**config.mk**
```make
export PLATFORM = sky130hd
export DESIGN_NAME = fetch_queue
export DESIGN_NICKNAME = d
export VERILOG_FILES = /design/src/rtl/fetch_queue.sv
export SDC_FILE = /design/constraint.sdc
export NUM_CORES = 1
export LEC_CHECK = 0
export ABC_AREA = 1
export BUFFER_PORTS_ARGS = -buffer_cell sky130_fd_sc_hd__buf_2
export CAP_MARGIN = 15
export CORE_ASPECT_RATIO = 0.5
export CORE_UTILIZATION = 35
export CTS_CLUSTER_DIAMETER = 40
export DETAILED_ROUTE_END_ITERATION = 6
export SLEW_MARGIN = 20
export SYNTH_ARGS = -nofsm -noshare
export SYNTH_HDL_FRONTEND = slang
export SYNTH_SLANG_ARGS = --single-unit
```
**constraint.sdc**
```tcl
create_clock -name clk -period 3.5 [get_ports clk]
set_clock_uncertainty 0.05 [all_clocks]
set_input_delay 0.175 -clock clk [delete_from_list [all_inputs] [get_ports clk]]
set_output_delay 0.175 -clock clk [all_outputs]
set_load 0.02 [all_outputs]
```
**src/rtl/fetch_queue.sv**
```systemverilog
// rtl/fetch_queue.sv - instruction-byte prefetch queue with flush and in-flight discard
module fetch_queue #(
  parameter int          DEPTH    = 4,
  parameter logic [15:0] RESET_PC = 16'hFFFC
) (
  input  logic                     clk,
  input  logic                     reset,
  input  logic                     flush,
  input  logic [15:0]              flush_addr,
  output logic                     mem_rd,
  output logic [15:0]              mem_addr,
  input  logic [7:0]               mem_rdata,
  input  logic                     mem_ack,
  output logic                     byte_valid,
  input  logic                     byte_ready,
  output logic [7:0]               byte_data,
  output logic [15:0]              byte_pc,
  output logic [$clog2(DEPTH):0]   count
);

  localparam int PW = $clog2(DEPTH);
  localparam int CW = PW + 1;
  localparam logic [CW-1:0] FULL = CW'(DEPTH);

  typedef enum logic [1:0] {IDLE, REQ, DRAIN} state_t;

  state_t          state;
  logic [7:0]      data_q [DEPTH];
  logic [15:0]     pc_q   [DEPTH];
  logic [PW-1:0]   head;
  logic [PW-1:0]   tail;
  logic [CW-1:0]   count_q;
  logic [CW-1:0]   count_next;
  logic [15:0]     fetch_pc;
  logic            push;
  logic            pop;

  // A completed live read is pushed; flush overrides both push and pop
  assign push = (state == REQ) && mem_ack && !flush;
  assign pop  = (count_q != '0) && byte_ready && !flush;

  // Occupancy after this edge's push/pop, used to decide back-to-back fetch
  always_comb begin
    count_next = count_q;
    if (push && !pop)
      count_next = count_q + 1'b1;
    else if (!push && pop)
      count_next = count_q - 1'b1;
  end

  // Fetch FSM, pointers and occupancy; mem_addr tracks fetch_pc except while
  // draining, where the discarded read's address must stay on the bus
  always_ff @(posedge clk or negedge reset) begin
    if (!reset) begin
      state    <= IDLE;
      mem_rd   <= 1'b0;
      mem_addr <= RESET_PC;
      fetch_pc <= RESET_PC;
      head     <= '0;
      tail     <= '0;
      count_q  <= '0;
    end else if (flush) begin
      head     <= '0;
      tail     <= '0;
      count_q  <= '0;
      fetch_pc <= flush_addr;
      if (state != IDLE && !mem_ack) begin
        // a read is still outstanding; wait for it and drop its data
        state  <= DRAIN;
        mem_rd <= 1'b1;
      end else begin
        // nothing outstanding (or it completes now and is dropped)
        state    <= IDLE;
        mem_rd   <= 1'b0;
        mem_addr <= flush_addr;
      end
    end else begin
      if (push)
        tail <= tail + 1'b1;
      if (pop)
        head <= head + 1'b1;
      count_q <= count_next;
      case (state)
        IDLE: begin
          if (count_q < FULL) begin
            state    <= REQ;
            mem_rd   <= 1'b1;
            mem_addr <= fetch_pc;
          end
        end
        REQ: begin
          if (mem_ack) begin
            fetch_pc <= fetch_pc + 16'd1;
            mem_addr <= fetch_pc + 16'd1;
            if (count_next < FULL) begin
              state  <= REQ;
              mem_rd <= 1'b1;
            end else begin
              state  <= IDLE;
              mem_rd <= 1'b0;
            end
          end
        end
        DRAIN: begin
          if (mem_ack) begin
            state    <= IDLE;
            mem_rd   <= 1'b0;
            mem_addr <= fetch_pc;
          end
        end
        default: begin
          state  <= IDLE;
          mem_rd <= 1'b0;
        end
      endcase
    end
  end

  // Entry storage: written at the tail on every live push
  always_ff @(posedge clk) begin
    if (push) begin
      data_q[tail] <= mem_rdata;
      pc_q[tail]   <= fetch_pc;
    end
  end

  assign byte_valid = (count_q != '0);
  assign byte_data  = byte_valid ? data_q[head] : 8'h00;
  assign byte_pc    = byte_valid ? pc_q[head]   : 16'h0000;
  assign count      = count_q;

endmodule

```
==> results of run 1 <==
## cells by family after synthesis
group                    share of synthesized area
AND/OR/NAND/NOR                              0.205
flip-flops                                   0.611
AO/OA/AOI/OAI                                0.111
buffers and inverters                       0.0576
adder cells (fa/ha/maj)                     0.0154
## sequential cells by signal (all words and copies together) (netlist names)
register	flops
data_q	32
mem_rd	1
pc_q	64
count	3
tail	2
head	2
mem_addr	16
state	2
fetch_pc	16
## cells in the final DEF, fill, tap and decap left out, types with 15 or more instances in the layout
| cell type | instances |
|---|---|
| o21ai_0 | 59 |
| dfstp_2 | 28 |
| inv_1 | 50 |
| a21oi_1 | 39 |
| buf_2 | 72 |
| nor2_1 | 133 |
| edfxtp_1 | 96 |
| nand2_1 | 122 |
| nand3_1 | 37 |
| clkbuf_16 | 17 |
| o21ai_1 | 15 |
## through the flow
stage	std cells	total power, mW	setup WS [ps]	utilization	hold WS, ps
finish	1010	5.93	1190	0.438	17.9
global route	1010	6.28	1000	0.438	14.5
detailed placement	965	4.17	1200	0.398	346
CTS	1010	5.98	1130	0.438	5.30
floorplan	677	3.54	1170	-	-171
global placement	965	4.15	1240	0.398	336
## worst max-delay path by stage
stage / from / endpoint / slack [ps] / depth (start not counted)
5_1_grt: head[0]$_DFFE_PN0P_ / byte_pc[6] / 1000 / 5
6_report: head[0]$_DFFE_PN0P_ / byte_pc[7] / 1190 / 5
3_3_place_gp: flush / data_q[1][7]$_DFFE_PP_ / 1240 / 7
2_1_floorplan: state[1]$_DFFE_PN0P_ / data_q[0][0]$_DFFE_PP_ / 1170 / 5
3_5_place_dp: flush / data_q[3][7]$_DFFE_PP_ / 1200 / 7
4_1_cts: head[0]$_DFFE_PN0P_ / byte_pc[7] / 1130 / 5
## report_power, final
part,leakage (nW),switching (mW),internal (mW)
combinational,1.59,1.24,0.557
sequential,1.34,0.248,2.10
clock,0.283,0.721,1.06
## area by class of cell
class / instances / area, sq um
Fill cell: 1743 / 9990
Clock inverter: 14 / 159
Inverter: 54 / 205
Sequential cell: 138 / 3970
Multi-Input combinational cell: 456 / 2170
Tap cell: 234 / 293
Clock buffer: 18 / 429
Timing Repair Buffer: 96 / 573
## critical path, stage by stage, from the launching register on
cell and delay, ps:
dfrtp_1 410, inv_1 370, buf_4 340, o21ai_0 130, a21oi_1 220, buf_2 200
## routing by layer
layer	vias to the layer above	wire, microns	share of wire	GRT usage
met5	-	0	0	0
met4	0	178	0.012	0.0531
met3	18	763	0.049	0.0387
met2	117	6620	0.43	0.253
met1	2324	7860	0.51	0.242
li1	2458	-	-	-
## repair_timing
| item | in CTS | in global routing |
|---|---|---|
| hold endpoints to repair | 50 | 0 |
| hold buffers | 13 | 0 |
| gates resized for setup | 0 | 0 |
==> summary.md, run 1 <==
| Metric | Value |
|---|---|
| Measured slew at the worst slew-check pin | 914 ps |
| Max Clk Rate | between 0.4 and 0.5 GHz |
| Crit end category | primary output |
| Routed Wire Length | 15,400 microns |
| Via count | about 4,900 |
| Worst reg-to-reg setup slack | approximately 1600 ps |
| Yosys cell types | 35 |
| Final period util | 0.660 |
| Num rows | 34 |
| Initial Util | 0.365 |
| Synth-to-layout area growth | 20.0% |
| Min-delay src | flush_addr[1] |
| Die width | 195 microns |
| DRC Markers | 0 |
| Total of max-cap violations | 0 |
| Worst EP required | 3270 ps |
| I/O Buffers | 73 |
| Clk_lat worst skew | slightly above 400 ps |
| Status | completed |
| Reg2reg start | state[1]$_DFFE_PN0P_ |
| First-pass GRT wire length | 24,800 microns |
| Leak | 3.21 nW |
| Final Hold Fails | 0 |
| Top_reg_cell synth | edfxtp_1 |
| Maximum number of pins on one net before global-route repair | 50 |
| Share of cells above drive strength 1 | 0.215 |
| CTS sink cnt | approximately 140 |
| Min-delay worst type | primary input to register |
| IO Count | 74 |
| Final setup fails | 0 |
| Crit path launch type | register |
| Die Area | 0.0192 sq mm |
| Layout Nets | 800 |
| Crit path max fanout | 23 |
| Setup Crit Path Kind | register to primary output |
| Cell taking the most area after synthesis | edfxtp_1 |
| Root Driver | clkbuf_16 |
| Setup TNS | 0 ps |
| Max IR drop VDD | roughly 0.38 mV |
| Most common cell in the netlist | nor2_1 |
| Post-Syn Area per Cell | 9.60 sq um |
| Antenna cell count | 0 |
| Post-synth EDFFs | 96 |
| Placer Congestion | 0.804 |
| Clock transition at path regs | ~60 ps |
| Avg WL per Cell | approximately 15 microns |
| Async SR Flop Fraction | 0.304 |
| Die height | 98.4 microns |
| Post-synth top area share | 0.444 |
| DRT antenna net count | 0 |
| Final min period | around 2300 ps |
| Inserted Clock Buffers | 17 |
| RSZ-0062 raised after global routing | no |
| Synthesized area | 0.00650 sq mm |
| Top cells by count, synth | nor2_1 (138), nand2_1 (122), edfxtp_1 (96) |
| Drt first-iter violations | 315 |
| YS warnings | 0 |
| Vias per cell | about 4.9 |
| Critical path data arrival time | 2080 ps |
| Worst reg-to-reg path cell count | 6 |
| Reg-to-reg endpoint | pc_q[3][4]$_DFFE_PP_ |
| Postcts setup bufs | 0 |
| Htree depth | 4 |
| Seq/Total Area, Yosys | 0.611 |
| Slew Limit Headroom | 0.390 |
| Final instance area | 0.00780 sq mm |
| Initial antenna violation count | 0 |
| Syn_nets | 714 |
| CTS tree | done |
| Slew Viols, Final | 0 |
| PwrDens | 760 mW/mm^2 |
| Final HPWL DP | 9850 microns |
| Clk buf depth | 2 |
| Synth area leaders | edfxtp_1 (44%), dfstp_2 (11%), nor2_1 (8.0%) |
| Vias in the first global route | ~4,800 |
| Initial DRT Pass Iterations | 5 |
| Dpl cell area | 0.00708 sq mm |
| Grt total ovfl | 0 |
| Yosys reg bits | 138 |
| Hold EP | fetch_pc[1]$_DFFE_PN0P_ |
| Core Area | 0.0178 sq mm |
| Synth Instances | slightly below 700 |
| Hold depth | 3 |
| All-Layer GR Usage | 0.169 |
No activity file was read; power rests on OpenSTA's default activity.
==> inputs of run 2 (changes only) <==
==> constraint.sdc (replaced) <==
create_clock -name clk -period 1.9 [get_ports clk]
set_clock_uncertainty 0.05 [all_clocks]
set_input_delay 0.095 -clock clk [delete_from_list [all_inputs] [get_ports clk]]
set_output_delay 0.095 -clock clk [all_outputs]
set_load 0.02 [all_outputs]
==> summary.md, run 2 (synthesis results as in run 1) <==
| Metric | Value |
|---|---|
| Status | completed |
| Drt first-iter violations | 257 |
| Avg WL per Cell | 15.9 microns |
| Worst EP required | between 1500 and 2000 ps |
| DRC Markers | 0 |
| Top reg by flops | pc_q |
| Maximum number of pins on one net before global-route repair | 33 |
| Final setup fails | 0 |
| Htree depth | 4 |
| Setup Crit Path Kind | register to primary output |
| First-pass GRT wire length | between 20,000 and 30,000 microns |
| Grt total ovfl | 0 |
| Clk_lat worst skew | 420 ps |
| Reg-to-reg endpoint | mem_addr[0]$_DFFE_PN0P_ |
| Placer Congestion | 0.831 |
| Hold EP | fetch_pc[3]$_DFFE_PN1P_ |
| Measured slew at the worst slew-check pin | 648 ps |
| Leak | 3.51 nW |
| Slew Limit Headroom | 0.568 |
| Clk pwr share | 0.274 |
| Die height | approximately 98 microns |
| Clock transition at path regs | 60 ps |
| Final HPWL DP | 10,500 microns |
| I/O Buffers | 73 |
| Via count | between 5,000 and 6,000 |
| Psw | 4.50 mW |
| Min-delay worst type | primary input to register |
| Total power | 12.5 mW |
| Slowest-stage cell, CP | dfrtp_1 |
| Die width | between 150 and 200 microns |
| Vias per cell | 4.80 |
| Setup TNS | 0 ps |
| Worst reg-to-reg path cell count | 5 |
| Core Area | between 0.015 and 0.02 sq mm |
| Slowest stage delay, CP | 400 ps |
| Crit path max fanout | 6 |
| IO Count | 74 |
| Min-delay src | flush_addr[3] |
| Total of max-cap violations | 0 |
| Critical path data arrival time | between 1500 and 2000 ps |
| Commonest non-fill, non-tap cell in the layout | nor2_1 |
| Initial antenna violation count | 0 |
| Reg2reg start | state[1]$_DFFE_PN0P_ |
| Largest regs | pc_q (64), data_q (32) |
| Num rows | 34 |
| Vias in the first global route | 4,907 |
| Final Hold Fails | 0 |
| Crit end category | primary output |
| Final period util | 1.00 |
| Root Driver | clkbuf_16 |
| Hold depth | 5 |
| Synth-to-layout area growth | 32.2% |
| All-Layer GR Usage | 0.183 |
| Max IR drop VDD | ~0.61 mV |
| Final min period | around 1900 ps |
| PwrDens | about 1500 mW/mm^2 |
| Crit-path cells | inv_2 -> ha_4 -> inv_4 -> nor2_4 -> buf_12 -> clkbuf_16 -> a21oi_2 -> buf_4 |
| DRT antenna net count | 0 |
| Max FFs per register | 64 |
| Final hold slack | 11.4 ps |
| Clk buf depth | 2 |
| Combinational Power Share | 0.388 |
| Most frequent cells in the layout | nor2_1 (133), nand2_1 (122), edfxtp_1 (96) |
| Share of cells above drive strength 1 | 0.279 |
| Sequential power share | 0.337 |
| CTS tree | done |
| Initial DRT Pass Iterations | 5 |
| Internal Pwr Total | around 8.0 mW |
| Initial Util | 0.365 |
| Max Clk Rate | 0.527 GHz |
| Layout Nets | 844 |
| Dpl ws | 264 ps |
| RSZ-0062 raised after global routing | yes |
| Inserted Clock Buffers | 17 |
| Sw Share | 0.361 |
| Crit path launch type | register |
| CTS sink cnt | 138 |
| Die Area | 0.0192 sq mm |
| Slew Viols, Final | 0 |
| Worst reg-to-reg setup slack | 220 ps |
| Routed Wire Length | 16,800 microns |
| Setup ws final | 0.749 ps |
run 2: changes by cell type in the layout (fill, tap and decap cells not counted), sizes merged:
cell | before | now
bufinv | 2 | 3
dlygate4sd3 | 13 | 25
clkinv | 4 | 5
buf | 83 | 114
diode | 0 | 1
inv | 60 | 59
run 2: cell type report:
type	count	area, sq um
diodes	1	2.50
clock buffers	17	425
clock inverters	15	188
fillers	1648	9190
inverters	54	208
multi-input cells	456	2280
flip-flops and latches	138	3970
well taps	234	293
repair buffers	140	1220
run 2: worst max path at each step:
stage / endpoint / start / depth (start not counted) / slack (ps)
after detailed placement: mem_addr[12]$_DFFE_PN1P_ / fetch_pc[8]$_DFFE_PN1P_ / 6 / 260
after global routing: byte_pc[7] / head[0]$_DFFE_PN0P_ / 6 / -60
after CTS: byte_pc[3] / count[0]$_DFFE_PN0P_ / 7 / -20
final: byte_pc[12] / count[1]$_DFFE_PN0P_ / 8 / 0.7
after global placement: mem_addr[14]$_DFFE_PN1P_ / state[1]$_DFFE_PN0P_ / 5 / 310
after floorplan: data_q[0][0]$_DFFE_PP_ / state[1]$_DFFE_PN0P_ / 5 / -60
run 2: critical path, delay by kind of cell (launching register included):
kind	cells	cell delay, ps
and+or+nand+nor	1	160
buffers and inverters	5	590
AOI/OAI and AO/OA	1	40
DFF	1	400
adders and majority gates	1	150
run 2: power by group through the flow:
stage                     registers [mW]  clock network [mW]  logic, mW
after floorplan                     4.43                   0       2.10
after global placement              4.24                   0       3.54
after detailed placement            4.25                   0       3.56
after CTS                           4.20                3.48       4.22
after global routing                4.27                3.62       5.26
final                               4.21                3.42       4.84
run 2: per-layer routing:
| metal | vias up | global-route usage | share of wire |
|---|---|---|---|
| met3 | 17 | 0.0408 | 0.045 |
| met1 | 2389 | 0.260 | 0.51 |
| met4 | 0 | 0.0623 | 0.011 |
| met2 | 116 | 0.275 | 0.43 |
| met5 | - | 0 | 0 |
| li1 | 2542 | - | - |
run 2: repair_timing:
item / 4_1_cts / 5_1_grt
pin swaps: 0 / 1
hold buffers: 25 / 0
gates cloned: 2 / 1
resized for setup: 22 / 59
endpoints found under the setup margin: 24 / 24
endpoints found under the hold margin: 68 / 0
setup buffers: 5 / 6
run 2: through the flow:
step                       util  cells  instance area (sq um)
after CTS                 0.468   1047                   8320
after global routing      0.483   1054                   8590
after global placement    0.409    983                   7270
final                     0.483   1055                   8590
after floorplan               -    677                   6510
after detailed placement  0.409    983                   7270
